[config.mk]
export PLATFORM = sky130hd
export DESIGN_NAME = fetch_unit
export DESIGN_NICKNAME = d
export VERILOG_FILES = /design/src/rtl/picomips_pkg.sv /design/src/rtl/fetch_unit_sw_debounce.sv /design/src/rtl/fetch_unit.sv
export SDC_FILE = /design/constraint.sdc
export NUM_CORES = 1
export LEC_CHECK = 0
export CORE_MARGIN = 4
export CORE_UTILIZATION = 40
export CTS_CLUSTER_DIAMETER = 200
export DETAILED_ROUTE_END_ITERATION = 16
export PLACE_DENSITY = 0.69
export RECOVER_POWER = 50
export SYNTH_ARGS = -nofsm -noshare
export SYNTH_HDL_FRONTEND = slang
export SYNTH_SLANG_ARGS = --single-unit
export TNS_END_PERCENT = 1
[constraint.sdc]
create_clock -name Clock -period 1.8 [get_ports Clock]
set_clock_uncertainty 0.2 [all_clocks]
set_input_delay 0.36 -clock Clock [delete_from_list [all_inputs] [get_ports Clock]]
set_output_delay 0.36 -clock Clock [all_outputs]
set_load 0.05 [all_outputs]
[src/rtl/picomips_pkg.sv]
// Shared picoMips definitions: instruction field widths, opcode values and
// the fetch-unit state type.
package picomips_pkg;

  localparam int INSTR_W  = 12;
  localparam int OPCODE_W = 6;
  localparam int IMM_W    = 6;

  localparam logic [OPCODE_W-1:0] OP_NOP  = 6'b000000;
  localparam logic [OPCODE_W-1:0] OP_ADD  = 6'b000001;
  localparam logic [OPCODE_W-1:0] OP_ADDI = 6'b000010;
  localparam logic [OPCODE_W-1:0] OP_SUB  = 6'b000011;
  localparam logic [OPCODE_W-1:0] OP_MUL  = 6'b000100;
  localparam logic [OPCODE_W-1:0] OP_LS   = 6'b000101;
  localparam logic [OPCODE_W-1:0] OP_BEQ  = 6'b000110;
  localparam logic [OPCODE_W-1:0] OP_HEI  = 6'b001000;

  typedef enum logic [1:0] {
    FILL = 2'b00,
    RUN  = 2'b01,
    WAIT = 2'b10
  } fetch_state_t;

  // Opcode field of an instruction word.
  function automatic logic [OPCODE_W-1:0] opcode_of(input logic [INSTR_W-1:0] instr);
    return instr[INSTR_W-1 -: OPCODE_W];
  endfunction

endpackage

[src/rtl/fetch_unit_sw_debounce.sv]
// Switch conditioner: SYNC_STG-flop synchroniser followed by a debouncer that
// accepts a new level only after it has been stable for DEB_CYC cycles.
module sw_debounce #(
  parameter int SYNC_STG = 2,
  parameter int DEB_CYC  = 4
) (
  input  logic Clock,
  input  logic Reset,
  input  logic in,
  output logic out
);

  localparam int CNT_W = $clog2(DEB_CYC + 1);

  logic [SYNC_STG-1:0] sync_q, sync_d;
  logic [CNT_W-1:0]    cnt_q, cnt_d;
  logic                db_q, db_d;
  logic                s;

  // Shift the raw input through the synchroniser and run the stability counter.
  always_comb begin
    sync_d = {sync_q[SYNC_STG-2:0], in};
    s      = sync_q[SYNC_STG-1];
    db_d   = db_q;
    cnt_d  = '0;
    if (s != db_q) begin
      if (cnt_q == CNT_W'(DEB_CYC - 1)) begin
        db_d  = s;
        cnt_d = '0;
      end else if (cnt_q != '1) begin
        cnt_d = cnt_q + CNT_W'(1);
      end else begin
        cnt_d = cnt_q;
      end
    end
  end

  // Synchroniser, counter and accepted level registers.
  always_ff @(posedge Clock or posedge Reset) begin
    if (Reset) begin
      sync_q <= '0;
      cnt_q  <= '0;
      db_q   <= 1'b0;
    end else begin
      sync_q <= sync_d;
      cnt_q  <= cnt_d;
      db_q   <= db_d;
    end
  end

  assign out = db_q;

endmodule

[src/rtl/fetch_unit.sv]
// picoMips fetch unit: program counter with wrap, FILL/RUN/WAIT control for
// the 1-cycle registered program memory, and the HEI wait on debounced SW8.
module fetch_unit
  import picomips_pkg::*;
#(
  parameter int ADDR_W   = 5,
  parameter int PROG_LEN = 24,
  parameter int SYNC_STG = 2,
  parameter int DEB_CYC  = 4
) (
  input  logic               Clock,
  input  logic               Reset,
  input  logic               SW8,
  input  logic [INSTR_W-1:0] Instruction,
  output logic [ADDR_W-1:0]  Addr,
  output logic               Valid,
  output logic               Stall,
  output logic               SW8_db
);

  fetch_state_t      state_q, state_d;
  logic [ADDR_W-1:0] pc_q, pc_d;
  logic              wait_lvl_q, wait_lvl_d;
  logic              valid_q, valid_d;
  logic              stall_q, stall_d;

  logic              sw8_db;
  logic [ADDR_W-1:0] pc_inc;
  logic              hei_lvl;
  logic              hei_block;
  logic              unused_imm_bits;

  sw_debounce #(
    .SYNC_STG (SYNC_STG),
    .DEB_CYC  (DEB_CYC)
  ) u_sw8_debounce (
    .Clock (Clock),
    .Reset (Reset),
    .in    (SW8),
    .out   (sw8_db)
  );

  // Next-state, PC and registered-output logic. Valid/Stall are computed from
  // the next state so they line up with the registered state.
  always_comb begin
    pc_inc          = (pc_q == ADDR_W'(PROG_LEN - 1)) ? '0 : pc_q + ADDR_W'(1);
    hei_lvl         = Instruction[0];
    unused_imm_bits = ^Instruction[IMM_W-1:1];
    hei_block       = (opcode_of(Instruction) == OP_HEI) && (sw8_db == hei_lvl);

    state_d    = state_q;
    pc_d       = pc_q;
    wait_lvl_d = wait_lvl_q;
    valid_d    = 1'b0;
    stall_d    = 1'b0;

    case (state_q)
      FILL: begin
        pc_d    = pc_inc;
        state_d = RUN;
        valid_d = 1'b1;
      end
      RUN: begin
        if (hei_block) begin
          wait_lvl_d = hei_lvl;
          state_d    = WAIT;
          stall_d    = 1'b1;
        end else begin
          pc_d    = pc_inc;
          valid_d = 1'b1;
        end
      end
      WAIT: begin
        if (sw8_db != wait_lvl_q) begin
          pc_d    = pc_inc;
          state_d = RUN;
          valid_d = 1'b1;
        end else begin
          stall_d = 1'b1;
        end
      end
      default: begin
        state_d = FILL;
        pc_d    = '0;
      end
    endcase
  end

  // State, PC and output registers.
  always_ff @(posedge Clock or posedge Reset) begin
    if (Reset) begin
      state_q    <= FILL;
      pc_q       <= '0;
      wait_lvl_q <= 1'b0;
      valid_q    <= 1'b0;
      stall_q    <= 1'b0;
    end else begin
      state_q    <= state_d;
      pc_q       <= pc_d;
      wait_lvl_q <= wait_lvl_d;
      valid_q    <= valid_d;
      stall_q    <= stall_d;
    end
  end

  assign Addr   = pc_q;
  assign Valid  = valid_q;
  assign Stall  = stall_q;
  assign SW8_db = sw8_db;

endmodule

==> results of run 1 <==
==> cell families (layout without fill, tap and decap cells) <==
| kind of cell | Yosys count | after routing | synth area share |
|---|---|---|---|
| multiplexers | 3 | 3 | 0.0375 |
| buffers and inverters | 9 | 46 | 0.0427 |
| flip-flops | 16 | 16 | 0.414 |
| AO/OA/AOI/OAI | 23 | 23 | 0.219 |
| adder cells (fa/ha/maj) | 7 | 7 | 0.0906 |
| AND/OR/NAND/NOR | 26 | 26 | 0.169 |
| XOR/XNOR | 3 | 3 | 0.0272 |
==> timing repair <==
action	in CTS	in global routing
setup buffers	6	2
setup endpoints to repair	7	8
hold buffers	0	0
pin swaps	9	2
gates resized for setup	7	5
==> final timing paths <==
path                                     startpoint                  endpoint
min in group asynchronous                     Reset   u_sw8_debounce.cnt_q[1]
setup reg to reg                         state_q[0]                   Addr[0]
setup / recovery                     Instruction[8]                state_q[1]
max in group asynchronous                     Reset        u_sw8_debounce.out
hold reg to reg            u_sw8_debounce.sync_q[0]  u_sw8_debounce.sync_q[1]
hold / removal             u_sw8_debounce.sync_q[0]  u_sw8_debounce.sync_q[1]
==> per-layer routing <==
metal  part of all wire  track usage
met2               0.49        0.272
met5                  0            0
met1               0.44        0.177
met3              0.055       0.0566
met4             0.0067       0.0298
==> state kept, by name (all words and copies together), names as in the netlist <==
name	flops
Valid	1
state_q	2
Addr	5
u_sw8_debounce.sync_q	2
u_sw8_debounce.cnt_q	3
u_sw8_debounce.out	1
wait_lvl_q	1
Stall	1
==> critical path, cell delays in order <==
cell	delay [ps]
clkdlybuf4s50_1	440
nor4b_4	380
nand2_1	160
a22o_1	290
mux2_4	300
==> synthesized netlist by cell type, types with 2 or more instances <==
cell,number
inv_1,7
dfrtp_1,16
ha_1,7
a21oi_1,8
o32ai_2,3
nor2_1,3
nor2b_1,3
o21ai_0,2
nand3_1,5
xor2_1,2
nand4_1,2
a221o_2,2
nand2_1,5
==> layout make-up <==
| type | instances | area [um^2] | share of cell area |
|---|---|---|---|
| Clock buffer | 4 | 36.3 | 0.0248 |
| Inverter | 7 | 26.3 | 0.0180 |
| Multi-Input combinational cell | 62 | 597 | 0.408 |
| Sequential cell | 16 | 403 | 0.275 |
| Tap cell | 28 | 35.0 | 0.0240 |
| Timing Repair Buffer | 35 | 365 | 0.250 |
==> power by group through the flow <==
stage	clock, mW	sequential (mW)	combinational [mW]
CTS	0.252	0.661	1.77
global route	0.268	0.681	1.98
floorplan	0	0.886	0.740
finish	0.247	0.660	1.85
detailed placement	0	0.672	1.57
global placement	0	0.670	1.53
==> impl_metrics.json, run 1 <==
{
  "grt_use_total": 0.154,
  "drv_cap": 0,
  "ys_dominant_reg_cell": "dfrtp_1",
  "die_height_um": 57.2,
  "ys_ff_latch": 16,
  "place_area_um2": 1310,
  "hp-class": "reg -> reg",
  "hold_viol": 0,
  "internal-power_mw": 1.57,
  "grt_pass1_wl_um": 3950,
  "max_freq_ghz": 0.514,
  "worstPathArrival_ps": 1940,
  "slew_violations": 0,
  "dieWidth_um": 57.2,
  "net-switching-power_mw": 1.19,
  "period_share": 1.08,
  "cts-root-buf": "clkbuf_4",
  "powerDensity_nw_per_um2": 1890,
  "grt.overflow.total": 0,
  "ant_nets": 0,
  "post_drt_wl_per_cell_um": 15.8,
  "dpl_worst_slack_ps": -418,
  "start_util": 0.429,
  "vias_per_cell": 5.30,
  "synth_nets": 109,
  "drive_gt1_frac": 0.411,
  "die_area_um2": 3270,
  "r2r_setup_slack_ps": -100,
  "synth.cell_area_um2": 967,
  "leakagePower_nw": 0.663,
  "cts_buffers": 3,
  "synth-seq-area-share": 0.414,
  "reg2regPathDepth": 5,
  "totalPowerFinal_mw": 2.76,
  "fin_crit_ps": 1950,
  "insertion_delay_ps": 290,
  "num_rows": 17,
  "fin_ws_ps": -146,
  "power_frac_comb": 0.672,
  "synthTopCellsByArea": "dfrtp_1, ha_1, o32ai_2",
  "grt_start_max_net_pins": 17,
  "routed_wl_um": 2400,
  "failed_checks": "negative setup slack",
  "rsz0062_at_grt": "yes",
  "vias": 805,
  "coreArea_um2": 2250,
  "syn-instance-count": 87,
  "gp_congestion": 0.779,
  "finalSetupViolCount": 7,
  "cts_tree": "yes",
  "ys_types": 35,
  "htree_levels": 1,
  "fin_util": 0.649,
  "min_path_cells": 0,
  "diodes": 0,
  "synth_edf_count": 0,
  "cts_max_path_buffers": 2,
  "async_flop_share": 1.00,
  "final_nets": 147,
  "p_seq_frac": 0.239,
  "drtIter0Drc": 12,
  "switching_share": 0.431,
  "ios": 23,
  "synth_area_per_cell_um2": 11.1,
  "tightestPinTransition_ps": 865,
  "pwr-share-clk": 0.089,
  "endpoint_kind": "flop",
  "vdd_ir_drop_max_mv": 1.20,
  "dp_hpwl_um": 1620,
  "cp-start-kind": "input pin",
  "layout_commonest_cell": "buf_4",
  "drc": 0,
  "yosysWarnings": 0,
  "grt_pass1_vias": 886,
  "firstDrtPassIters": 4,
  "synth_top_cell_by_area": "dfrtp_1",
  "critPathMaxFanout": 5,
  "place_inst": 140,
  "fin_cells": 152,
  "final_area_um2": 1460,
  "status": "finished with violations",
  "antenna_found_initial": 0,
  "whs_ps": 162,
  "cts.clk_slew.worst_paths_ps": 110,
  "mostFrequentLayoutCells": "buf_4, dfrtp_1, a21oi_1, buf_12",
  "required_ps": 1790,
  "clock-sinks": 16,
  "portBuffers": 17,
  "crit_type": "in -> reg",
  "fin_tns_setup_ps": -617,
  "max-slew-margin-rel": 0.423,
  "synth_top_area_frac": 0.414,
  "fill_cells": 183,
  "area_delta_synth_final_pct": 51.2
}
Note: power is estimated with default switching activity, not from simulation.
==> run 2, diff against run 1 <==
--- a/config.mk
+++ b/config.mk
@@ -5,11 +5,12 @@
 export SDC_FILE = /design/constraint.sdc
 export NUM_CORES = 1
 export LEC_CHECK = 0
-export CORE_MARGIN = 4
+export ABC_AREA = 1
+export CORE_MARGIN = 2
 export CORE_UTILIZATION = 40
 export CTS_CLUSTER_DIAMETER = 200
 export DETAILED_ROUTE_END_ITERATION = 16
-export PLACE_DENSITY = 0.69
+export PLACE_DENSITY = 0.7
 export RECOVER_POWER = 50
 export SYNTH_ARGS = -nofsm -noshare
 export SYNTH_HDL_FRONTEND = slang
==> impl_metrics.json, run 2 <==
{
  "firstDrtPassIters": 4,
  "fill_cells": 212,
  "dpl_worst_slack_ps": -105,
  "grt_pass1_vias": 733,
  "synth.cell_area_um2": 900,
  "rsz0062_at_grt": "no",
  "antenna_found_initial": 0,
  "max_freq_ghz": 0.643,
  "crit_type": "in -> reg",
  "final_area_um2": 1200,
  "slew_violations": 0,
  "syn-instance-count": 108,
  "yosysWarnings": 0,
  "worstPathArrival_ps": 1550,
  "cp-start-kind": "input pin",
  "crit-reg2reg-launch": "state_q[0]",
  "ys_ff_latch": 16,
  "totalPowerFinal_mw": 2.09,
  "vias": 743,
  "drive_gt1_frac": 0.138,
  "cts_tree": "yes",
  "cts.clk_slew.worst_paths_ps": 90,
  "die_area_um2": 2640,
  "area_delta_synth_final_pct": 33.0,
  "status": "completed",
  "reg2regPathDepth": 7,
  "postCtsSetupRepairBufs": 0,
  "min_path_cells": 0,
  "path_common_cell": "nand2_1",
  "coreArea_um2": 2170,
  "powerDensity_nw_per_um2": 1750,
  "mostFrequentLayoutCells": "nand2_1, dfrtp_1, inv_1",
  "portBuffers": 17,
  "grt.overflow.total": 0,
  "routed_wl_um": 1580,
  "vdd_ir_drop_max_mv": 0.814,
  "drv_cap": 0,
  "cts-root-buf": "clkbuf_4",
  "synth-seq-area-share": 0.445,
  "period_share": 0.864,
  "clock-sinks": 16,
  "drc": 0,
  "gp_congestion": 0.864,
  "hold_end": "u_sw8_debounce.sync_q[1]",
  "place_inst": 154,
  "synth_nets": 130,
  "ys_dominant_reg_cell": "dfrtp_1",
  "layout_commonest_cell": "nand2_1",
  "dieWidth_um": 51.4,
  "grt_start_max_net_pins": 17,
  "finalSetupViolCount": 0,
  "hp-class": "reg -> reg",
  "synth_top_cell_by_area": "dfrtp_1",
  "synth_edf_count": 0,
  "synth_area_per_cell_um2": 8.33,
  "htree_levels": 1,
  "tightestPinTransition_ps": 849,
  "cp_slowest_cell": "clkdlybuf4s50_1",
  "wl_met2_um": 770,
  "final_nets": 153,
  "fin_crit_ps": 1560,
  "ios": 23,
  "whs_ps": 159,
  "largest_register_ffs": 5,
  "ys_types": 23,
  "synth_top_area_frac": 0.445,
  "hold_viol": 0,
  "insertion_delay_ps": 290,
  "ant_nets": 0,
  "max-slew-margin-rel": 0.434,
  "required_ps": 1790,
  "place_area_um2": 1160,
  "ys_top_cells_by_count": "nand2_1, dfrtp_1, inv_1",
  "fin_cells": 158,
  "vias_per_cell": 4.70,
  "dp_hpwl_um": 1240,
  "start_util": 0.415,
  "fin_tns_setup_ps": 0,
  "fin_ws_ps": 244,
  "setup.worst_path.start": "Instruction[11]",
  "drtIter0Drc": 7,
  "fin_util": 0.551,
  "grt_pass1_wl_um": 2800,
  "cts_max_path_buffers": 2,
  "post_drt_wl_per_cell_um": 9.97,
  "timing.rr.end": "Addr[1]",
  "critPathMaxFanout": 4,
  "grt_use_total": 0.144,
  "synth.most_common_cell": "nand2_1",
  "leakagePower_nw": 0.623,
  "hold_start": "u_sw8_debounce.sync_q[0]",
  "die_height_um": 51.4,
  "synthTopCellsByArea": "dfrtp_1, nand2_1, ha_1",
  "wl_met3_um": 63,
  "endpoint_kind": "flop",
  "num_rows": 17,
  "async_flop_share": 1.00,
  "cpPeakStageDelay_ps": 390,
  "cts_buffers": 3,
  "diodes": 0,
  "r2r_setup_slack_ps": 260,
  "wl_met1_um": 713,
  "route.top_layer_used": "met4",
  "crit_chain": "clkdlybuf4s50_1 > or2_0 > nor2_1 > nand2_1 > nand2_1 > nand2_2 > nand2_1 > nand2_1"
}
[run 2: cell count changes in the layout (fill, tap and decap cells not counted), sizes merged, moves of 3 or more]
| cell | delta |
|---|---|
| nor2b | -3 |
| a21oi | -5 |
| buf | -16 |
| nand3 | +7 |
| inv | +9 |
| nand2 | +28 |
| nor2 | +5 |
| o32ai | -3 |
[run 2: worst max-delay path by stage]
stage | end | slack [ps] | cells past startpoint
after floorplan | Addr[0] | 80 | 8
after global placement | state_q[0] | -60 | 8
after detailed placement | state_q[0] | -110 | 8
after CTS | Addr[1] | 90 | 7
after global routing | Addr[0] | 130 | 8
final | state_q[0] | 240 | 8
[run 2: logic make-up (layout without fill, tap and decap cells)]
kind of cell,count (synthesis),count (layout),synth area share
adders and majority gates,7,7,0.0974
buffers and inverters,17,39,0.0793
and+or+nand+nor,58,58,0.303
xor gates and xnor gates,2,2,0.0195
AOI/OAI and AO/OA,7,7,0.0445
muxes,1,1,0.0111
DFF,16,16,0.445
[run 2: routing by layer]
| metal | track usage | up-vias |
|---|---|---|
| met2 | 0.244 | 15 |
| met1 | 0.160 | 342 |
| met5 | 0 | - |
| met4 | 0.0921 | 0 |
| li1 | - | 383 |
| met3 | 0.0351 | 3 |
[run 2: area by class of cell]
cell class	instances	area, um^2	area share
clock buffer	4	36.3	0.0303
inverter	16	60.1	0.0502
timing repair buffer	19	236	0.198
sequential	16	400	0.335
tap	28	35.0	0.0293
multi-input combinational	75	428	0.358
[run 2: repair_timing]
| action | in CTS | in global routing |
|---|---|---|
| hold buffers | 0 | 0 |
| resized for setup | 0 | 1 |
| endpoints found under the setup margin | 0 | 6 |
[run 2: worst max-delay path: cells and delay by family]
family,cells,cell delay (ps)
buffers and inverters,1,390
AND/OR/NAND/NOR,7,790
[run 2: power by group]
| part | total, mW | switching (mW) | internal, mW |
|---|---|---|---|
| registers | 0.663 | 0.172 | 0.491 |
| logic | 1.19 | 0.663 | 0.524 |
| clock network | 0.239 | 0.115 | 0.123 |
| total | 2.09 | 0.950 | 1.14 |
